<file path="config.mk">
export PLATFORM = sky130hd
export DESIGN_NAME = rgb_pwm_fader
export DESIGN_NICKNAME = d
export VERILOG_FILES = /design/src/rtl/rgb_pwm_fader.sv
export SDC_FILE = /design/constraint.sdc
export NUM_CORES = 1
export LEC_CHECK = 0
export BUFFER_PORTS_ARGS = -buffer_cell sky130_fd_sc_hd__buf_4
export CAP_MARGIN = 10
export CORE_UTILIZATION = 45
export CTS_CLUSTER_DIAMETER = 100
export DETAILED_ROUTE_END_ITERATION = 10
export PLACE_DENSITY = 0.68
export SYNTH_ARGS = -nofsm -noshare
export SYNTH_HDL_FRONTEND = slang
export SYNTH_SLANG_ARGS = --single-unit
</file>
<file path="constraint.sdc">
create_clock -name clk -period 2.9 [get_ports clk]
set_input_delay 0.58 -clock clk [delete_from_list [all_inputs] [get_ports clk]]
set_output_delay 0.58 -clock clk [all_outputs]
set_load 0.02 [all_outputs]
</file>
<file path="src/rtl/rgb_pwm_fader.sv">
// RGB LED driver: synchronises a 3-bit colour, fades the new colour in over PWM periods, then holds at duty.
// Optional blinking is compiled in with `define RGB_BLINK_EN.
module rgb_pwm_fader #(
   parameter int CLK_DIV       = 1000,
   parameter int BLINK_PERIODS = 32
) (
   input  logic       clk,
   input  logic       rst,
   input  logic       r_in,
   input  logic       g_in,
   input  logic       b_in,
   input  logic [3:0] duty,
   input  logic       blink_en,
   output logic       rgb_led_r,
   output logic       rgb_led_g,
   output logic       rgb_led_b,
   output logic       period_end
);

   localparam logic [15:0] DIV_LAST = 16'(CLK_DIV - 1);

   typedef enum logic {HOLD, RAMP} state_t;

   // Colour code is {r, g, b}, so bit 2 drives red.
   logic [2:0]  code_p0;
   logic [2:0]  code_s;
   logic [2:0]  code_l;
   logic [3:0]  level;
   state_t      state;
   logic [15:0] presc;
   logic [15:0] presc_nxt;
   logic [3:0]  pwm_cnt;
   logic [3:0]  pwm_nxt;
   logic        tick;
   logic        blink_gate;

   function automatic logic [3:0] ramp_step(input logic [3:0] lvl, input logic [3:0] tgt);
      return (lvl < tgt) ? lvl + 4'd1 : tgt;
   endfunction

   // Stage p0/s: two-flop synchroniser for the asynchronous colour inputs
   always_ff @(posedge clk) begin
      if (rst) begin
         code_p0 <= '0;
         code_s  <= '0;
      end else begin
         code_p0 <= {r_in, g_in, b_in};
         code_s  <= code_p0;
      end
   end

   always_comb begin
      tick      = (presc == DIV_LAST);
      presc_nxt = tick ? 16'd0 : presc + 16'd1;
      pwm_nxt   = tick ? pwm_cnt + 4'd1 : pwm_cnt;
   end

   // period_end is registered from the next-state values so it is high while the last step is in progress
   always_ff @(posedge clk) begin
      if (rst) begin
         presc      <= '0;
         pwm_cnt    <= '0;
         period_end <= 1'b0;
      end else begin
         presc      <= presc_nxt;
         pwm_cnt    <= pwm_nxt;
         period_end <= (presc_nxt == DIV_LAST) && (pwm_nxt == 4'hF);
      end
   end

   // Fade controller: a colour change always wins and restarts the ramp from dark
   always_ff @(posedge clk) begin
      if (rst) begin
         state  <= HOLD;
         code_l <= '0;
         level  <= '0;
      end else if (code_s != code_l) begin
         code_l <= code_s;
         level  <= '0;
         state  <= RAMP;
      end else if (period_end) begin
         case (state)
            RAMP: begin
               level <= ramp_step(level, duty);
               if (level >= duty) state <= HOLD;
            end
            default: level <= duty;
         endcase
      end
   end

`ifdef RGB_BLINK_EN
   localparam logic [7:0] BLINK_LAST = 8'(BLINK_PERIODS - 1);

   logic [7:0] blink_cnt;
   logic       blink_phase;

   always_ff @(posedge clk) begin
      if (rst || !blink_en) begin
         blink_cnt   <= '0;
         blink_phase <= 1'b0;
      end else if (period_end) begin
         if (blink_cnt == BLINK_LAST) begin
            blink_cnt   <= '0;
            blink_phase <= ~blink_phase;
         end else begin
            blink_cnt <= blink_cnt + 8'd1;
         end
      end
   end

   assign blink_gate = ~blink_en | blink_phase;
`else
   logic unused_blink;

   assign blink_gate   = 1'b1;
   assign unused_blink = blink_en ^ (BLINK_PERIODS > 0);
`endif

   // Output stage: registered PWM compare; level only moves on period_end so periods never glitch
   always_ff @(posedge clk) begin
      if (rst) begin
         rgb_led_r <= 1'b0;
         rgb_led_g <= 1'b0;
         rgb_led_b <= 1'b0;
      end else begin
         rgb_led_r <= code_l[2] & (pwm_cnt < level) & blink_gate;
         rgb_led_g <= code_l[1] & (pwm_cnt < level) & blink_gate;
         rgb_led_b <= code_l[0] & (pwm_cnt < level) & blink_gate;
      end
   end

endmodule

</file>
==> insert_results.sql <==
INSERT INTO impl_metrics (metric_group, metric, value, unit) VALUES
('die', 'floorplan.rows', '22', ''),
('cts', 'number_of_buffers_inserted_during_clock_tree_synthesis', '5', ''),
('die', 'die_x', '65.2', 'um'),
('hold_path', 'timing.hold.worst_path_depth', '1', ''),
('global_route', 'global_route_wire_length_before_repair', '5350', 'um'),
('routing', 'first_iter_violations', '17', ''),
('flow_run', 'max_cap_viols', '0', ''),
('die', 'core_area', '3740', 'um^2'),
('placement', 'dp.final_hpwl', '2170', 'um'),
('setup_path', 'worst_path_max_fanout', '6', ''),
('sta', 'grt_setup_unrepaired', 'no', ''),
('cts', 'cts_hold_buf', '0', ''),
('sta', 'setup_viol', '0', ''),
('yosys', 'syn_area_per_cell', '9.07', 'um^2'),
('cts', 'cts_tree', 'built', ''),
('sta', 'skew', '0.00279', 'ns'),
('yosys', 'synth-edff-count', '0', ''),
('layout', 'layout.nets', '231', ''),
('yosys', 'yosys.cell_count.top_type', 'sky130_fd_sc_hd__dfxtp_1', ''),
('sta', 'period_minus_slack', '2.02', 'ns'),
('die', 'floorplan.die_area', '4250', 'um^2'),
('hold_path', 'hold_path.startpoint', 'code_p0[1]', ''),
('run_status', 'run_status', 'completed', ''),
('die', 'top_level_i_o_count', '14', ''),
('sta', 'final.period_utilization', '0.696', ''),
('routing', 'wl_met2', '1280', 'um'),
('cts', 'clkSinkCount', '38', ''),
('global_route', 'grt_remaining_overflow', '0', ''),
('routing', 'detail_route.drc_violations', '0', ''),
('sta', 'finalHoldViolations', '0', ''),
('setup_path', 'data_required_time_of_the_worst_path', '3.09', 'ns'),
('yosys', 'synth_flop_cell', 'sky130_fd_sc_hd__dfxtp_1', ''),
('placement', 'gpl.final_weighted_congestion', '0.783', ''),
('yosys', 'synth_top_cells_by_area', 'sky130_fd_sc_hd__dfxtp_1 (42%), sky130_fd_sc_hd__ha_1 (7.0%), sky130_fd_sc_hd__xnor2_1 (6.3%)', ''),
('yosys', 'synth.top_cells.by_count', 'sky130_fd_sc_hd__dfxtp_1 (38), sky130_fd_sc_hd__nor2_1 (28), sky130_fd_sc_hd__inv_1 (13), sky130_fd_sc_hd__xnor2_1 (13), sky130_fd_sc_hd__nor2b_1 (11)', ''),
('layout', 'drive_above_1_share', '0.127', ''),
('routing', 'via_count', '1317', ''),
('power', 'ir_drop', '0.352', 'mV'),
('routing', 'drt-vias-per-instance', '5.07', ''),
('cts', 'cts_setup_buffers', '0', ''),
('routing', 'drt-wirelength-per-cell', '11.3', 'um'),
('layout', 'area.growth.synth_to_final', '13.0', '%'),
('hold_path', 'hold_end', 'code_s[1]', ''),
('yosys', 'mappedNetlistNets', '218', ''),
('global_route', 'grt_antenna_before_repair', '0', ''),
('power', 'power.density', '511', 'nW/um^2'),
('yosys', 'ys.warnings.count', '0', ''),
('hold_path', 'hp-class', 'reg2reg', ''),
('cts', 'postCtsResizedCells', '0', ''),
('sta', 'fmax', '0.496', 'GHz'),
('setup_path', 'rr_startpoint', 'presc[0]', ''),
('routing', 'drt_wl_total', '2940', 'um'),
('yosys', 'seq_area_frac_synth', '0.423', ''),
('yosys', 'ys_ff_latch', '38', ''),
('placement', 'port_buffers', '12', ''),
('setup_path', 'timing.rr.end', 'period_end', ''),
('setup_path', 'criticalPathCategory', 'reg2reg', ''),
('routing', 'routed.top_layer', 'met4', ''),
('global_route', 'grt_util_all_layers', '0.165', ''),
('yosys', 'synth.lib_cells_used.distinct', '36', ''),
('routing', 'route.met3.wl', '91', 'um'),
('global_route', 'first_global_vias', '1240', ''),
('power', 'finalPower', '0.00104', 'W'),
('sta', 'setup-tns-final', '0', 'ns'),
('cts', 'cts.path.max_buffers', '2', ''),
('setup_path', 'crit_path_start', 'presc[0]', ''),
('cts', 'clk_transition_reported_paths', '0.07', 'ns'),
('global_route', 'grt_start_max_net_pins', '25', ''),
('die', 'initial_core_util', '0.480', ''),
('sta', 'slew_headroom', '0.695', ''),
('setup_path', 'worst-r2r-cell-count', '6', '');
## placed cells by master (no fill, tap or decap), drive strengths merged, types with 2 or more instances in the layout
cell,Yosys,routed
nand2b,2,2
nor3,5,5
or4,2,2
mux2i,4,4
a21o,2,2
nor2,28,28
ha,10,10
nand3b,2,2
nand4,7,7
buf,4,12
nand3,9,9
clkbuf,2,5
dfxtp,38,38
inv,13,13
and2,3,3
xnor2,13,13
and3,2,2
a21oi,3,3
nor4,6,6
a211oi,4,4
clkinvlp,0,2
o21ai,4,4
xor2,8,8
nand2,8,8
nor2b,11,11
## per-stage QoR
| step | worst slack (ns) | cell area (um^2) | hold WS [ns] | std cells |
|---|---|---|---|---|
| final | 0.883 | 2030 | 0.437 | 260 |
| after global routing | 0.656 | 2030 | 0.459 | 260 |
| after CTS | 0.886 | 2030 | 0.441 | 260 |
| after detailed placement | 0.864 | 1920 | 0.422 | 252 |
| after global placement | 0.889 | 1920 | 0.416 | 252 |
| after floorplan | 1.09 | 1800 | 0.414 | 198 |
## registers in the layout (all words and copies together), names as in the netlist, 3 cells and up
name     count
pwm_cnt      4
presc       16
code_s       3
level        4
code_l       3
code_p0      3
## worst max path at each step
stage	slack (ns)	to	cells after the start
after floorplan	1.09	level[3]	7
after global placement	0.89	level[3]	8
after detailed placement	0.86	level[3]	8
after CTS	0.89	period_end	6
after global routing	0.66	period_end	6
final	0.88	period_end	6
## routing by layer
layer  GRT usage  vias to the layer above
li1            -                      702
met1       0.207                      595
met2       0.264                       14
met3      0.0417                        6
met4      0.0734                        0
met5           0                        -
## critical path, stage by stage, from the launching register on
cell and delay [ns]:
sky130_fd_sc_hd__dfxtp_1 0.45, sky130_fd_sc_hd__ha_1 0.28, sky130_fd_sc_hd__nand4_1 0.18, sky130_fd_sc_hd__nor4_4 0.43
sky130_fd_sc_hd__nand2_1 0.12, sky130_fd_sc_hd__mux2i_1 0.15, sky130_fd_sc_hd__nor4_1 0.30
## cell families (layout without fill, tap and decap cells)
group                    after synthesis  in the layout  share of synthesized area
AND/OR/NAND/NOR                       87             87                      0.265
flip-flops                            38             38                      0.423
XOR/XNOR                              21             21                      0.102
AO/OA/AOI/OAI                         19             19                     0.0738
buffers and inverters                 19             33                     0.0439
adder cells (fa/ha/maj)               10             10                     0.0696
multiplexers                           4              4                     0.0223
## power breakdown
part,total [W],leakage (nW),switching (W),internal [W]
registers,0.000539,0.308,0.00000788,0.000532
clock network,0.000445,0.0504,0.000189,0.000256
logic,0.0000536,0.425,0.0000282,0.0000254
## area by class of cell
class	instances	area, um^2
fillers	386	1710
well taps	48	60.1
flip-flops and latches	38	761
clock buffers	5	68.8
repair buffers	12	90.1
inverters	13	48.8
clock inverters	3	45.0
multi-input cells	141	957
Power figures use the tool's default switching activity.
